`config.mk`:
```
export PLATFORM = sky130hd
export DESIGN_NAME = ps2_mouse_master_ctrl
export DESIGN_NICKNAME = d
export VERILOG_FILES = /design/src/rtl/ps2_mouse_master_ctrl.sv
export SDC_FILE = /design/constraint.sdc
export NUM_CORES = 1
export LEC_CHECK = 0
export CORE_MARGIN = 2
export CORE_UTILIZATION = 50
export DETAILED_ROUTE_END_ITERATION = 8
export PLACE_DENSITY = 0.76
export SYNTH_ARGS = -nofsm -noshare
export SYNTH_HDL_FRONTEND = slang
export SYNTH_SLANG_ARGS = --single-unit
```
`constraint.sdc`:
```
create_clock -name CLK -period 3.46 [get_ports CLK]
set_clock_uncertainty 0.2 [all_clocks]
set_input_delay 0.346 -clock CLK [delete_from_list [all_inputs] [get_ports CLK]]
set_output_delay 0.346 -clock CLK [all_outputs]
set_load 0.01 [all_outputs]
```
`src/rtl/ps2_mouse_master_ctrl.sv`:
```
// PS/2 mouse host: reset/wheel-detect/rate/enable init sequence, then 3/4-byte packet assembly.
// Packet outputs and interrupt appear two cycles after the last byte; no backpressure (mouse cannot be stalled).
module ps2_mouse_master_ctrl #(
  parameter int unsigned INIT_WAIT_CYCLES    = 5_000_000,
  parameter int unsigned RESP_TIMEOUT_CYCLES = 2_500_000,
  parameter int unsigned MAX_RETRIES         = 3,
  parameter bit          ENABLE_WHEEL        = 1'b1,
  parameter logic [7:0]  SAMPLE_RATE         = 8'd100
) (
  input  logic       CLK,
  input  logic       RESET,
  output logic       SEND_BYTE,
  output logic [7:0] BYTE_TO_SEND,
  input  logic       BYTE_SENT,
  output logic       READ_ENABLE,
  input  logic [7:0] BYTE_READ,
  input  logic [1:0] BYTE_ERROR_CODE,
  input  logic       BYTE_READY,
  output logic [7:0] MOUSE_STATUS,
  output logic [7:0] MOUSE_DX,
  output logic [7:0] MOUSE_DY,
  output logic [7:0] MOUSE_DZ,
  output logic       WHEEL_PRESENT,
  output logic       SEND_INTERRUPT,
  output logic       INIT_DONE,
  output logic       INIT_FAIL,
  output logic [3:0] CURR_STATE
);

  localparam int unsigned CNT_MAX = (INIT_WAIT_CYCLES > RESP_TIMEOUT_CYCLES) ?
                                    INIT_WAIT_CYCLES : RESP_TIMEOUT_CYCLES;
  localparam int          CW        = $clog2(CNT_MAX + 1);
  localparam logic [CW-1:0] INIT_LIM = CW'(INIT_WAIT_CYCLES);
  localparam logic [CW-1:0] RESP_LIM = CW'(RESP_TIMEOUT_CYCLES);
  localparam logic [3:0]  LAST_STEP = ENABLE_WHEEL ? 4'd10 : 4'd3;
  localparam logic [4:0]  RETRY_LIM = 5'(MAX_RETRIES);

  typedef enum logic [3:0] {
    S_INIT_WAIT = 4'h0,
    S_SEND      = 4'h1,
    S_WAIT_SENT = 4'h2,
    S_WAIT_RESP = 4'h3,
    S_B0        = 4'h4,
    S_B1        = 4'h5,
    S_B2        = 4'h6,
    S_B3        = 4'h7,
    S_EMIT      = 4'h8,
    S_FAULT     = 4'h9
  } state_t;

  // Full-sequence ROM index; without the wheel probe, steps 1..3 map onto the rate/enable tail.
  function automatic logic [3:0] rom_idx(input logic [3:0] step_i);
    if (ENABLE_WHEEL || step_i == 4'd0) rom_idx = step_i;
    else                                rom_idx = step_i + 4'd7;
  endfunction

  function automatic logic [7:0] rom_cmd(input logic [3:0] idx);
    case (idx)
      4'd0:    rom_cmd = 8'hFF;
      4'd1:    rom_cmd = 8'hF3;
      4'd2:    rom_cmd = 8'hC8;
      4'd3:    rom_cmd = 8'hF3;
      4'd4:    rom_cmd = 8'h64;
      4'd5:    rom_cmd = 8'hF3;
      4'd6:    rom_cmd = 8'h50;
      4'd7:    rom_cmd = 8'hF2;
      4'd8:    rom_cmd = 8'hF3;
      4'd9:    rom_cmd = SAMPLE_RATE;
      4'd10:   rom_cmd = 8'hF4;
      default: rom_cmd = 8'hFF;
    endcase
  endfunction

  function automatic logic [1:0] rom_nresp(input logic [3:0] idx);
    case (idx)
      4'd0:    rom_nresp = 2'd3;
      4'd7:    rom_nresp = 2'd2;
      default: rom_nresp = 2'd1;
    endcase
  endfunction

  function automatic logic [7:0] rom_resp(input logic [3:0] idx, input logic [1:0] ri);
    rom_resp = 8'hFA;
    if (idx == 4'd0 && ri == 2'd1)      rom_resp = 8'hAA;
    else if (idx == 4'd0 && ri == 2'd2) rom_resp = 8'h00;
  endfunction

  state_t        state, state_nxt;
  logic [CW-1:0] cnt, cnt_nxt;
  logic [3:0]    step, step_nxt;
  logic [1:0]    ridx, ridx_nxt;
  logic [3:0]    retry, retry_nxt;
  logic          wheel_nxt;
  logic [7:0]    sh_status, sh_dx, sh_dy, sh_dz;
  logic          ld0, ld1, ld2, ld3;

  logic [3:0]    cur_idx;
  logic          id_slot, resp_ok, resp_last, cnt_clr, fail, byte_bad, counting;

  always_comb begin
    cur_idx   = rom_idx(step);
    id_slot   = (cur_idx == 4'd7) && (ridx == 2'd1);
    resp_last = (ridx == rom_nresp(cur_idx) - 2'd1);
    byte_bad  = (BYTE_ERROR_CODE != 2'b00);
    counting  = (state == S_INIT_WAIT) || (state == S_WAIT_SENT) || (state == S_WAIT_RESP);

    state_nxt = state;
    step_nxt  = step;
    ridx_nxt  = ridx;
    retry_nxt = retry;
    wheel_nxt = WHEEL_PRESENT;
    resp_ok   = 1'b0;
    cnt_clr   = 1'b0;
    fail      = 1'b0;
    ld0       = 1'b0;
    ld1       = 1'b0;
    ld2       = 1'b0;
    ld3       = 1'b0;

    case (state)
      S_INIT_WAIT: if (cnt == INIT_LIM) state_nxt = S_SEND;
      S_SEND:      state_nxt = S_WAIT_SENT;
      S_WAIT_SENT: begin
        if (BYTE_SENT) begin
          state_nxt = S_WAIT_RESP;
          ridx_nxt  = 2'd0;
        end else if (cnt == RESP_LIM) begin
          fail = 1'b1;
        end
      end
      S_WAIT_RESP: begin
        if (BYTE_READY) begin
          if (byte_bad) begin
            fail = 1'b1;
          end else if (id_slot) begin
            if (BYTE_READ == 8'h03) begin
              wheel_nxt = 1'b1;
              resp_ok   = 1'b1;
            end else if (BYTE_READ == 8'h00) begin
              resp_ok = 1'b1;
            end else begin
              fail = 1'b1;
            end
          end else if (BYTE_READ == rom_resp(cur_idx, ridx)) begin
            resp_ok = 1'b1;
          end else begin
            fail = 1'b1;
          end
        end else if (cnt == RESP_LIM) begin
          fail = 1'b1;
        end

        if (resp_ok) begin
          // Each accepted byte restarts the per-response timeout.
          cnt_clr = 1'b1;
          if (!resp_last) begin
            ridx_nxt = ridx + 2'd1;
          end else if (step == LAST_STEP) begin
            state_nxt = S_B0;
            retry_nxt = 4'd0;
          end else begin
            step_nxt  = step + 4'd1;
            state_nxt = S_SEND;
          end
        end
      end
      S_B0: begin
        if (BYTE_READY && !byte_bad && BYTE_READ[3]) begin
          ld0       = 1'b1;
          state_nxt = S_B1;
        end
      end
      S_B1: begin
        if (BYTE_READY) begin
          if (byte_bad) state_nxt = S_B0;
          else begin
            ld1       = 1'b1;
            state_nxt = S_B2;
          end
        end
      end
      S_B2: begin
        if (BYTE_READY) begin
          if (byte_bad) state_nxt = S_B0;
          else begin
            ld2       = 1'b1;
            state_nxt = WHEEL_PRESENT ? S_B3 : S_EMIT;
          end
        end
      end
      S_B3: begin
        if (BYTE_READY) begin
          if (byte_bad) state_nxt = S_B0;
          else begin
            ld3       = 1'b1;
            state_nxt = S_EMIT;
          end
        end
      end
      S_EMIT:  state_nxt = S_B0;
      S_FAULT: state_nxt = S_FAULT;
      default: state_nxt = S_INIT_WAIT;
    endcase

    if (fail) begin
      step_nxt  = 4'd0;
      ridx_nxt  = 2'd0;
      wheel_nxt = 1'b0;
      retry_nxt = retry + 4'd1;
      state_nxt = ({1'b0, retry} + 5'd1 == RETRY_LIM) ? S_FAULT : S_INIT_WAIT;
    end

    if (state_nxt != state || cnt_clr || !counting) cnt_nxt = '0;
    else                                            cnt_nxt = cnt + 1'b1;
  end

  always_ff @(posedge CLK) begin
    if (RESET) begin
      state          <= S_INIT_WAIT;
      cnt            <= '0;
      step           <= 4'd0;
      ridx           <= 2'd0;
      retry          <= 4'd0;
      sh_status      <= 8'h00;
      sh_dx          <= 8'h00;
      sh_dy          <= 8'h00;
      sh_dz          <= 8'h00;
      SEND_BYTE      <= 1'b0;
      BYTE_TO_SEND   <= 8'h00;
      READ_ENABLE    <= 1'b0;
      MOUSE_STATUS   <= 8'h00;
      MOUSE_DX       <= 8'h00;
      MOUSE_DY       <= 8'h00;
      MOUSE_DZ       <= 8'h00;
      WHEEL_PRESENT  <= 1'b0;
      SEND_INTERRUPT <= 1'b0;
      INIT_DONE      <= 1'b0;
      INIT_FAIL      <= 1'b0;
    end else begin
      state         <= state_nxt;
      cnt           <= cnt_nxt;
      step          <= step_nxt;
      ridx          <= ridx_nxt;
      retry         <= retry_nxt;
      WHEEL_PRESENT <= wheel_nxt;

      if (ld0) sh_status <= BYTE_READ;
      if (ld1) sh_dx     <= BYTE_READ;
      if (ld2) sh_dy     <= BYTE_READ;
      if (ld3) sh_dz     <= {{4{BYTE_READ[3]}}, BYTE_READ[3:0]};

      // Control outputs follow the next state so they line up with the state they describe.
      SEND_BYTE <= (state_nxt == S_SEND);
      if (state_nxt == S_SEND) BYTE_TO_SEND <= rom_cmd(rom_idx(step_nxt));
      READ_ENABLE <= (state_nxt == S_WAIT_RESP) || (state_nxt == S_B0) || (state_nxt == S_B1) ||
                     (state_nxt == S_B2) || (state_nxt == S_B3) || (state_nxt == S_EMIT);
      INIT_DONE   <= (state_nxt == S_B0) || (state_nxt == S_B1) || (state_nxt == S_B2) ||
                     (state_nxt == S_B3) || (state_nxt == S_EMIT);
      INIT_FAIL   <= (state_nxt == S_FAULT);

      SEND_INTERRUPT <= (state == S_EMIT);
      if (state == S_EMIT) begin
        MOUSE_STATUS <= sh_status;
        MOUSE_DX     <= sh_dx;
        MOUSE_DY     <= sh_dy;
        MOUSE_DZ     <= WHEEL_PRESENT ? sh_dz : 8'h00;
      end
    end
  end

  assign CURR_STATE = state;

endmodule
```
# Word level (Yosys, flattened, before mapping)
# Memories as Yosys holds them, arrays and structs flattened. A register that Yosys moved wholly into a read port is not among the register bits.
# Cells that the tools add are included.
[word_totals]
output_inout_bits = 50
word_cells = 158
inputBits = 14
romBits = 112
reg_bits = 111
n_memories = 1
[op_classes]
n_reduce_logical = 34
eq_ne = 31
addsub = 6
bitwise_logic = 1
muxes = 65
[memory_table]
columns = ["memory", "words", "width", "rd", "rd_ports_with_merged_regs", "write_ports", "line", "source"]
rows = [
  ["(no name shown)", 16, 7, 1, 1, 0, "58", "case (idx)"],
]
[op_table]
columns = ["op", "n"]
rows = [
  ["two-way mux 4 bit", 25],
  ["two-way mux 8 bit", 7],
  ["one-hot mux 4 bit (10 select lines)", 1],
  ["== test 4 x 3 -> 1 bit (second input constant)", 9],
  ["two-way mux 1 bit", 24],
  ["adder 23 x 1 -> 23 bit (second input constant)", 1],
  ["== test 23 x 22 -> 1 bit (second input constant)", 1],
  ["== test 23 bit (second input constant)", 1],
  ["== test 4 bit (second input constant)", 5],
  ["logical OR 1 bit", 13],
  ["== test 4 x 2 -> 1 bit (second input constant)", 3],
  ["nonzero test 2 bit", 6],
  ["adder 4 x 1 -> 4 bit (second input constant)", 2],
  ["== test 4 x 1 -> 1 bit (second input constant)", 2],
  ["== test 8 x 2 -> 1 bit (second input constant)", 1],
  ["== test 8 bit", 1],
  ["zero test 4 bit", 2],
  ["zero test 8 bit", 1],
  ["two-way mux 2 bit", 4],
  ["one-hot mux 2 bit (2 select lines)", 2],
  ["AND reduction 4 bit", 2],
  ["adder 4 x 1 -> 5 bit (second input constant)", 1],
  ["== test 5 x 2 -> 1 bit (second input constant)", 1],
  ["logical AND 1 bit", 5],
  ["other kinds (14)", 17],
]

# Longest topological paths before layout
# Gate-level depths: netlist of the first run.
[logic_depth]
word_depth = 23
ltp_mapped = 14
ltp_nobuf = 14

# Worst setup path before layout of the first run
# OpenSTA, ideal clock, no wires.
[synth_path]
path_type = "register to register"
start = "register ridx[1]"
end = "register BYTE_TO_SEND[3]"
path_stages_with_launch = 12
n_path_buf = 0
synth_period_minus_slack_ns = 3.647
slack_ns = -0.187
setup_time_ns = 0.117
t_required_ns = 3.143
arrival_ns = 3.329
cell_sequence = "dfxtp_1 -> inv_1 -> ha_1 -> and4b_2 -> or4_1 -> a221o_2 -> a2111oi_2 -> xnor2_1 -> nand2_1 -> ha_1 -> or3_1 -> a32o_1"
[synth_via]
elab_chain_cells = 19
elab_cells_between_ends = 34
cone_classes = "eq/ne (5); mux (26); reduce/logical (3)"
[synth_rtl]
columns = ["item", "line", "source"]
rows = [
  ["start, declared", "91", "logic [1:0] ridx, ridx_nxt;"],
  ["start signal, assigned", "243", "ridx <= ridx_nxt;"],
  ["parallel branches: the longest is 19 deep, another holds two-way mux 8 bit", "-", ""],
  ["end, declared", "13", "output logic [7:0] BYTE_TO_SEND,"],
]
# Parallel ways; which one is timed is not known. The select of a mux whose other input is x is not followed.
# A chain may end at the register's enable or synchronous reset.

# Final worst setup path of the first run
# Ends and elaborated chain as after synthesis.

==> results.cfg, run 1 <==
[detailed_routing]
drc = 0
vias_per_cell = 5.482
wl_mm = 12.80
dr.pass1.iters = 5
first_iter_violations = 213
ant_nets = 0
vias = 4599
wire_per_inst_um = 15.26

[die]
fp.dieH_um = 105.3
ioPinCount = 64
die_area_um2 = 11080
core_area_um2 = 9864
initial_utilization = 0.5199
dieWidth_um = 105.3
num_rows = 36

[critical_path]
critPathKind = reg -> reg
cp_max_fo = 5
start_kind = flip-flop
worstPathRequired_ps = 3550
cpMaxStageDelayCell = a2111oi_4
rrSetupSlack_ps = -40
r2r_cells = 11
critical_path.most_common_cell = ha_4
crit_chain = inv_2 -> ha_4 -> and4b_2 -> or4_4 -> a221o_2 -> a2111oi_4 -> xnor2_2 -> nand2_2 -> ha_4 -> or3_4 -> a32o_1
setup.worst_path.end_class = flip-flop
cp_data_arrival_time_ps = 3590
critPathMaxStageDelay_ps = 520

[timing]
rsz0062_at_grt = true
hold-worst-slack_ps = 133.2
fin_ws_ps = -44.77
max_freq_mhz = 285.3
period_share = 1.013
finalCriticalPeriod_ps = 3505
setup_viol = 1
tightestPinTransition_ps = 952.3
finalMaxSlewViolations = 0
relSlewSlack = 0.3636
hold_viol = 0

[logic_synthesis]
synth_top_family_by_area = simple AND/OR/NAND/NOR gates
seq_area_frac_synth = 0.4177
ys_warn_count = 0
synth_fp_nets = 618
synth_top_flop_cell = dfxtp_1
synth_cell_types = 77
synthXorXnorAreaFrac = 0.04757
syn_inst = 588
synth_fa_ha_area_frac = 0.03903
synth-seq-cells = 107
synth_compound_area_frac = 0.1374
async_reset_ff_frac = 0
synthMuxAreaShare = 0.05855
synth_enable_flop_cells = 0
synth_area_um2 = 5129
syn_area_per_cell_um2 = 8.722
yosys.area_share.simple = 0.2481

[clock_tree]
clock-sinks = 107
clkTransAtPathRegs_ps = 110
cts-htree-levels = 3
tritoncts = built
numCtsBuffers = 9
ctsHoldBuffers = 0
clock_path_buffers = 2
clock-root-buffer = clkbuf_8
clk_latency_ps = 380

[status]
violations = negative setup slack
status = finished, violations left

[pwr]
p_per_area_nw_per_um2 = 313.7
power.leakage_nw = 2.484
vdd_ir_drop_max_mv = 0.1835

[final_layout]
drive_gt1_frac = 0.2025
nNetsFinal = 731
utilization = 0.6733
fin_cells = 839
syn_to_final_growth_pct = 29.50
num_antenna_cells = 0
design_area_um2 = 6641

[run]
cap_violations = 0

[placed_design]
gp_congestion = 0.8690
dp_slack_ps = -458.6
placed_cells_incl_taps = 817
placed_cell_area_um2 = 6304
portBuffers = 63
dp.final_hpwl_mm = 9.250

[global_routing]
grt_usage = 0.2321
overflow = 0
grt_pass1_wl_mm = 21.10
first_global_vias = 4457
antenna_found_initial = 0
grt_max_degree = 60

[min_path]
holdCritPathClass = in -> reg
hold_depth = 2
## path summary, 6_finish.rpt
path                                   to                 startpoint
max reg2reg  BYTE_TO_SEND[3]$_SDFFE_PP0P_       ridx[1]$_SDFFE_PP0P_
min reg2reg  MOUSE_STATUS[7]$_SDFFE_PP0P_  sh_status[7]$_SDFFE_PP0P_
min                 retry[0]$_SDFFE_PP0P_                      RESET
max          BYTE_TO_SEND[3]$_SDFFE_PP0P_       ridx[1]$_SDFFE_PP0P_
## per-layer routing
metal | track usage | vias up | share of wire
met4 | 0.07905 | 0 | 0.021
met2 | 0.4037 | 129 | 0.50
met1 | 0.2915 | 2175 | 0.44
met5 | 0 | - | 0
met3 | 0.03649 | 19 | 0.043
li1 | - | 2276 | -
## per-stage QoR
step,TNS [ps],power (mW)
floorplan,-57.36,1.306
global placement,-5327,1.355
detailed placement,-6820,1.356
CTS,0,2.100
global route,-635.9,2.162
finish,-44.77,2.083
## Yosys cell counts, types with 3 or more instances
cell,instances,area (um^2)
dfxtp_1,107,2142
nand2_1,75,281.5
nor2_1,70,262.8
a21oi_1,44,220.2
mux2i_1,30,300.3
nor3_1,27,135.1
clkbuf_1,22,82.58
inv_1,17,63.81
ha_1,16,200.2
nand3_1,16,80.08
xnor2_1,16,140.1
nand4_1,12,75.07
xor2_1,10,87.58
a31oi_1,9,56.30
buf_4,6,45.04
o21ai_0,6,30.03
and3_1,5,31.28
nor2b_1,5,31.28
nor4_1,5,31.28
or3_1,5,31.28
a22o_1,4,35.03
nand2b_1,4,25.02
nor3b_1,4,30.03
clkbuf_8,3,41.29
nor4b_1,3,26.28
or4_1,3,22.52
## area by class of cell
class | count | area, um^2
clock buffer | 9 | 123.9
tap | 133 | 166.4
sequential | 107 | 2146
clock inverter | 7 | 67.56
inverter | 18 | 67.56
multi-input combinational | 427 | 2860
fill | 770 | 3223
timing repair buffer | 138 | 1210
## timing repair
action | in CTS | in global routing
resized for setup | 11 | 16
setup endpoints to repair | 7 | 7
setup buffers | 3 | 3
pin swaps | 9 | 8
## power breakdown
group / leakage (nW) / internal (mW) / switching (mW)
clock network: 0.0958 / 0.282 / 0.473
logic: 1.52 / 0.0387 / 0.0514
registers: 0.863 / 1.23 / 0.00417
total: 2.48 / 1.55 / 0.528
## worst max-delay path, delay by kind of cell, from the launching register on
kind | cells | cell delay (ps)
simple gates | 4 | 1160
compound gates | 3 | 1110
flops | 1 | 350
fa+ha+maj | 2 | 350
xor+xnor | 1 | 190
buf+inv | 1 | 50
## flip-flops by register name, summed over array words and instances (netlist names), 2 cells and up
signal and flops:
cnt 23, sh_dz 4, sh_dy 8, cur_idx 4, MOUSE_DX 8, ridx 2
sh_status 8, MOUSE_DZ 4, sh_dx 8, MOUSE_DY 8, retry 4, MOUSE_STATUS 8
CURR_STATE 4, BYTE_TO_SEND 8
## cell families (layout without fill, tap and decap cells)
family	count (synthesis)	after routing
buffers and inverters	54	172
XOR/XNOR	27	27
flip-flops	107	107
AND/OR/NAND/NOR	257	257
adder cells (fa/ha/maj)	16	16
multiplexers	30	30
AO/OA/AOI/OAI	97	97
## placed cells by master, fill, tap and decap left out, drive strengths merged, types with 12 or more instances in the layout
| cell type | synthesis | routed |
|---|---|---|
| a21oi | 45 | 45 |
| nand4 | 12 | 12 |
| nor2 | 71 | 71 |
| xnor2 | 16 | 16 |
| ha | 16 | 16 |
| mux2i | 30 | 30 |
| nor3 | 27 | 27 |
| nand2 | 75 | 75 |
| nand3 | 16 | 16 |
| dfxtp | 107 | 107 |
| buf | 11 | 76 |
| clkdlybuf4s50 | 0 | 59 |
| inv | 17 | 21 |
Note: power is estimated with default switching activity, not from simulation.
==> run 2: changes to the inputs <==
- CORE_UTILIZATION: 50 -> 40
- PLACE_DENSITY: 0.76 -> 0.64
- SKIP_LAST_GASP: default -> 1
==> results.cfg, run 2 (synthesis gave the netlist of run 1 again) <==
[detailed_routing]
first_iter_violations = 264
dr.pass1.iters = 5
drc = 0
vias_per_cell = 5.122
vias = 4492
wire_per_inst_um = 14.61
ant_nets = 0
wl_mm = 12.82

[die]
die_area_um2 = 13740
ioPinCount = 64
num_rows = 41
core_area_um2 = 12570
fp.dieH_um = 117.2
dieWidth_um = 117.2
initial_utilization = 0.4081

[clock_tree]
clock-root-buffer = clkbuf_16
cts-htree-levels = 3
ctsHoldBuffers = 0
tritoncts = built
numCtsBuffers = 9
clock_path_buffers = 2
clkTransAtPathRegs_ps = 70
clock-sinks = 107
clk_latency_ps = 350

[critical_path]
critPathMaxStageDelay_ps = 540
critPathKind = in -> reg
crit_chain = dlygate4sd2_1 -> or3b_4 -> or4_4 -> a221o_2 -> a2111oi_4 -> xnor2_2 -> nand2_2 -> ha_4 -> or3_1 -> a32o_1
cp_max_fo = 5
start_kind = primary input
cpMaxStageDelayCell = or4_4
path_buf_inv = 1
cp_data_arrival_time_ps = 3490
setup.worst_path.end_class = flip-flop
worstPathRequired_ps = 3510
crit_family = simple AND/OR/NAND/NOR gates
crit_start = BYTE_ERROR_CODE[1]
r2r-start = cur_idx[1]$_SDFF_PP0_

[timing]
setup_viol = 0
max_freq_mhz = 290.5
tightestPinTransition_ps = 1027
relSlewSlack = 0.3154
rsz0062_at_grt = true
finalCriticalPeriod_ps = 3442
hold_viol = 0
setup_tns_ps = 0
period_share = 0.9948
finalMaxSlewViolations = 0

[pwr]
total_power_mw = 2.385
vdd_ir_drop_max_mv = 0.2905
p_seq_frac = 0.519
clkPwrFrac = 0.443
p_comb_frac = 0.039
intPower_mw = 1.846
swShare = 0.2263
power.leakage_nw = 2.530
p_per_area_nw_per_um2 = 351.8
power.switching_mw = 0.5397

[global_routing]
antenna_found_initial = 0
grt_usage = 0.1976
first_global_vias = 4265
grt_max_degree = 30
overflow = 0
grt_pass1_wl_mm = 21.11

[final_layout]
largest_reg_flops = 23
largest-register = cnt
nNetsFinal = 730
seq_area_um2 = 2146
most-common-layout-cells = dfxtp_1 (104), nand2_1 (74), buf_4 (73), nor2_1 (69), clkdlybuf4s50_1 (59)
multiInputGateArea_um2 = 2854
drive_gt1_frac = 0.1986
num_antenna_cells = 0
layout_commonest_cell = dfxtp_1
fill_cells = 1138
syn_to_final_growth_pct = 32.20

[status]
status = finished clean

[min_path]
hp-start = RESET
holdCritPathClass = in -> reg

[placed_design]
portBuffers = 63
dp.final_hpwl_mm = 9.461
gp_congestion = 0.8594

[run]
cap_violations = 0
run 2: changes by cell type in the layout (fill, tap and decap cells not counted), moves of 2 or more:
cell,before,now
inv_8,3,1
clkbuf_16,0,9
ha_1,8,10
clkbuf_8,9,0
run 2: final cells by class:
class | count | area share
tap | 172 | 0.03174
sequential | 107 | 0.3165
timing repair buffer | 137 | 0.1755
clock buffer | 9 | 0.03322
multi-input combinational | 427 | 0.4209
inverter | 18 | 0.009965
clock inverter | 7 | 0.01218
run 2: power groups by stage:
stage	logic, mW	registers [mW]	clock network (mW)
after detailed placement	0.0925	1.27	0
final	0.0923	1.24	1.06
after global routing	0.0995	1.24	1.14
after floorplan	0.0402	1.27	0
after global placement	0.0918	1.27	0
after CTS	0.0923	1.24	1.08
run 2: worst reg2reg max path: cells and delay by family (launching register included):
kind	cells	cell delay (ps)
AOI/OAI and AO/OA	5	1450
adders and majority gates	1	180
buffers and inverters	4	490
DFF	1	320
and+or+nand+nor	3	700
run 2: what timing repair did:
action | 4_1_cts | 5_1_grt
endpoints found under the hold margin | 0 | 0
buffers inserted | 1 | 1
setup endpoints to repair | 5 | 31
pin swaps | 4 | 10
resized for setup | 9 | 16
run 2: final timing paths:
path | to | slack (ps) | cells after the start
max | BYTE_TO_SEND[3]$_SDFFE_PP0P_ | 20 | 10
min | BYTE_TO_SEND[5]$_SDFFE_PP0P_ | 220 | 2
max reg2reg | BYTE_TO_SEND[3]$_SDFFE_PP0P_ | 60 | 13
min reg2reg | MOUSE_DZ[2]$_SDFFE_PP0P_ | 250 | 2
run 2: layer usage:
metal	GRT usage	routed length, um	vias to the layer above
met5	0	0	-
met4	0.07529	157	0
met3	0.04171	436	10
met2	0.3192	6267	85
met1	0.2596	5954	2127
li1	-	-	2270
run 2: metrics by stage:
stage	area (um^2)	util	hold slack [ps]	setup WS, ps	std cells
2_1_floorplan	5166	-	225.8	-57.36	588
3_3_place_gp	6362	0.5062	237.6	-498.4	859
3_5_place_dp	6362	0.5062	243.8	-516.4	859
4_1_cts	6698	0.5329	215.6	43.97	876
5_1_grt	6780	0.5395	223.9	-119.1	877
6_report	6780	0.5395	224.1	17.94	877
==> run 3: changes to the inputs <==
- CELL_PAD_IN_SITES_DETAIL_PLACEMENT: default -> 0
- CELL_PAD_IN_SITES_GLOBAL_PLACEMENT: default -> 1
- CORE_UTILIZATION: 40 -> 38
- PLACE_DENSITY: 0.64 -> 0.77
==> results.cfg, run 3 (synthesis gave the netlist of run 1 again) <==
[placed_design]
dp.final_hpwl_mm = 9.402
dp_slack_ps = -525.4
portBuffers = 63
placed_cell_area_um2 = 6380
gp_congestion = 0.8305

[status]
status = finished clean

[die]
core_area_um2 = 13190
initial_utilization = 0.3888
dieWidth_um = 120.2
fp.dieH_um = 120.2
ioPinCount = 64
num_rows = 42
die_area_um2 = 14440

[global_routing]
grt_max_degree = 58
first_global_vias = 4326
overflow = 0
antenna_found_initial = 0
grt_pass1_wl_mm = 21.30
grt_usage = 0.1840

[clock_tree]
clock_path_buffers = 2
numCtsBuffers = 9
clkTransAtPathRegs_ps = 70
clock-sinks = 107
clk_latency_ps = 360
clock-root-buffer = clkbuf_16
tritoncts = built
cts-htree-levels = 3

[critical_path]
r2r-start = ridx[1]$_SDFFE_PP0P_
cp_data_arrival_time_ps = 3510
cpMaxStageDelayCell = or4_4
crit_chain = inv_2 -> ha_4 -> and4b_2 -> or4_4 -> a221o_2 -> a2111oi_4 -> xnor2_2 -> nand2_2 -> ha_2 -> or3_1 -> a32o_1
crit_start = ridx[1]$_SDFFE_PP0P_
timing.rr.end = BYTE_TO_SEND[3]$_SDFFE_PP0P_
r2r_cells = 11
setup.worst_path.end_class = flip-flop
critPathMaxStageDelay_ps = 540
start_kind = flip-flop
cp_max_fo = 5
critPathKind = reg -> reg
rrSetupSlack_ps = 2
worstPathRequired_ps = 3510

[detailed_routing]
ant_nets = 0
first_iter_violations = 244
wire_per_inst_um = 14.67
vias = 4499
drc = 0
vias_per_cell = 5.095
wl_mm = 12.95
dr.pass1.iters = 5

[timing]
period_share = 0.9994
relSlewSlack = 0.3537
max_freq_mhz = 289.2
fin_ws_ps = 2.099
setup_tns_ps = 0
tightestPinTransition_ps = 969.4
setup_viol = 0
hold_viol = 0
finalMaxSlewViolations = 0
finalCriticalPeriod_ps = 3458
rsz0062_at_grt = true

[pwr]
vdd_ir_drop_max_mv = 0.2176
total_power_mw = 2.394
p_per_area_nw_per_um2 = 350.9
power.leakage_nw = 2.553

[final_layout]
layout_commonest_cell = dfxtp_1
syn_to_final_growth_pct = 33.03
utilization = 0.5173
num_antenna_cells = 0
design_area_um2 = 6823
largest_reg_flops = 23
nNetsFinal = 732
fill_cells = 1205
drive_gt1_frac = 0.1966
most-common-layout-cells = dfxtp_1 (104), nand2_1 (74), buf_4 (74), nor2_1 (68), clkdlybuf4s50_1 (62)
largest-register = cnt

[run]
cap_violations = 0

[min_path]
hp-start = RESET
hold_depth = 2
holdPathEnd = retry[1]$_SDFFE_PP0P_
holdCritPathClass = in -> reg
-- run 3: cell types whose count changed in the layout (fill, tap and decap cells not counted), sizes merged --
cell / before / now
clkdlybuf4s50: 59 / 62
clkinv: 2 / 3
dlygate4sd2: 3 / 0
clkinvlp: 2 / 1
buf: 75 / 77
-- run 3: critical path, delay by kind of cell (launching register included) --
kind	cells	cell delay (ps)
compound gates	3	1010
xor+xnor	1	180
flops	1	330
buf+inv	1	50
fa+ha+maj	2	340
simple gates	4	1240
-- run 3: per-stage QoR --
| stage | instances | hold WS [ps] |
|---|---|---|
| finish | 883 | 184.6 |
| global route | 883 | 202.9 |
| global placement | 863 | 237.2 |
| detailed placement | 863 | 237.3 |
| floorplan | 588 | 225.8 |
| CTS | 880 | 180.2 |
-- run 3: how the worst max path moves through the flow --
stage | endpoint | slack, ps | depth (start not counted)
finish | BYTE_TO_SEND[3]$_SDFFE_PP0P_ | 2 | 11
global route | BYTE_TO_SEND[3]$_SDFFE_PP0P_ | -110 | 10
CTS | BYTE_TO_SEND[3]$_SDFFE_PP0P_ | -10 | 10
detailed placement | BYTE_TO_SEND[3]$_SDFFE_PP0P_ | -530 | 10
global placement | BYTE_TO_SEND[3]$_SDFFE_PP0P_ | -410 | 10
floorplan | BYTE_TO_SEND[3]$_SDFFE_PP0P_ | -60 | 11
-- run 3: cell type report --
class | count | area (um^2) | share of cell area
multi-input combinational | 427 | 2859 | 0.4190
sequential | 107 | 2146 | 0.3145
timing repair buffer | 139 | 1221 | 0.1790
clock buffer | 9 | 225.2 | 0.03301
tap | 176 | 220.2 | 0.03228
clock inverter | 7 | 83.83 | 0.01229
inverter | 18 | 67.56 | 0.009903
-- run 3: metal layers --
metal	wire length [um]	vias to the layer above	GRT usage
li1	-	2275	-
met1	5834	2105	0.2291
met2	6306	95	0.3100
met3	400	24	0.02736
met4	412	0	0.09191
met5	0	-	0
-- run 3: timing repair --
action,CTS,global route
resized for setup,7,14
hold buffers,0,0
endpoints found under the setup margin,6,8
pin swaps,3,8
setup buffers,1,4
-- run 3: report_power, final --
group / internal [mW] / total (mW) / leakage (nW) / switching (mW)
clock: 0.574 / 1.07 / 0.149 / 0.492
combinational: 0.0400 / 0.0901 / 1.54 / 0.0501
sequential: 1.23 / 1.24 / 0.863 / 0.00475
total: 1.85 / 2.39 / 2.55 / 0.547
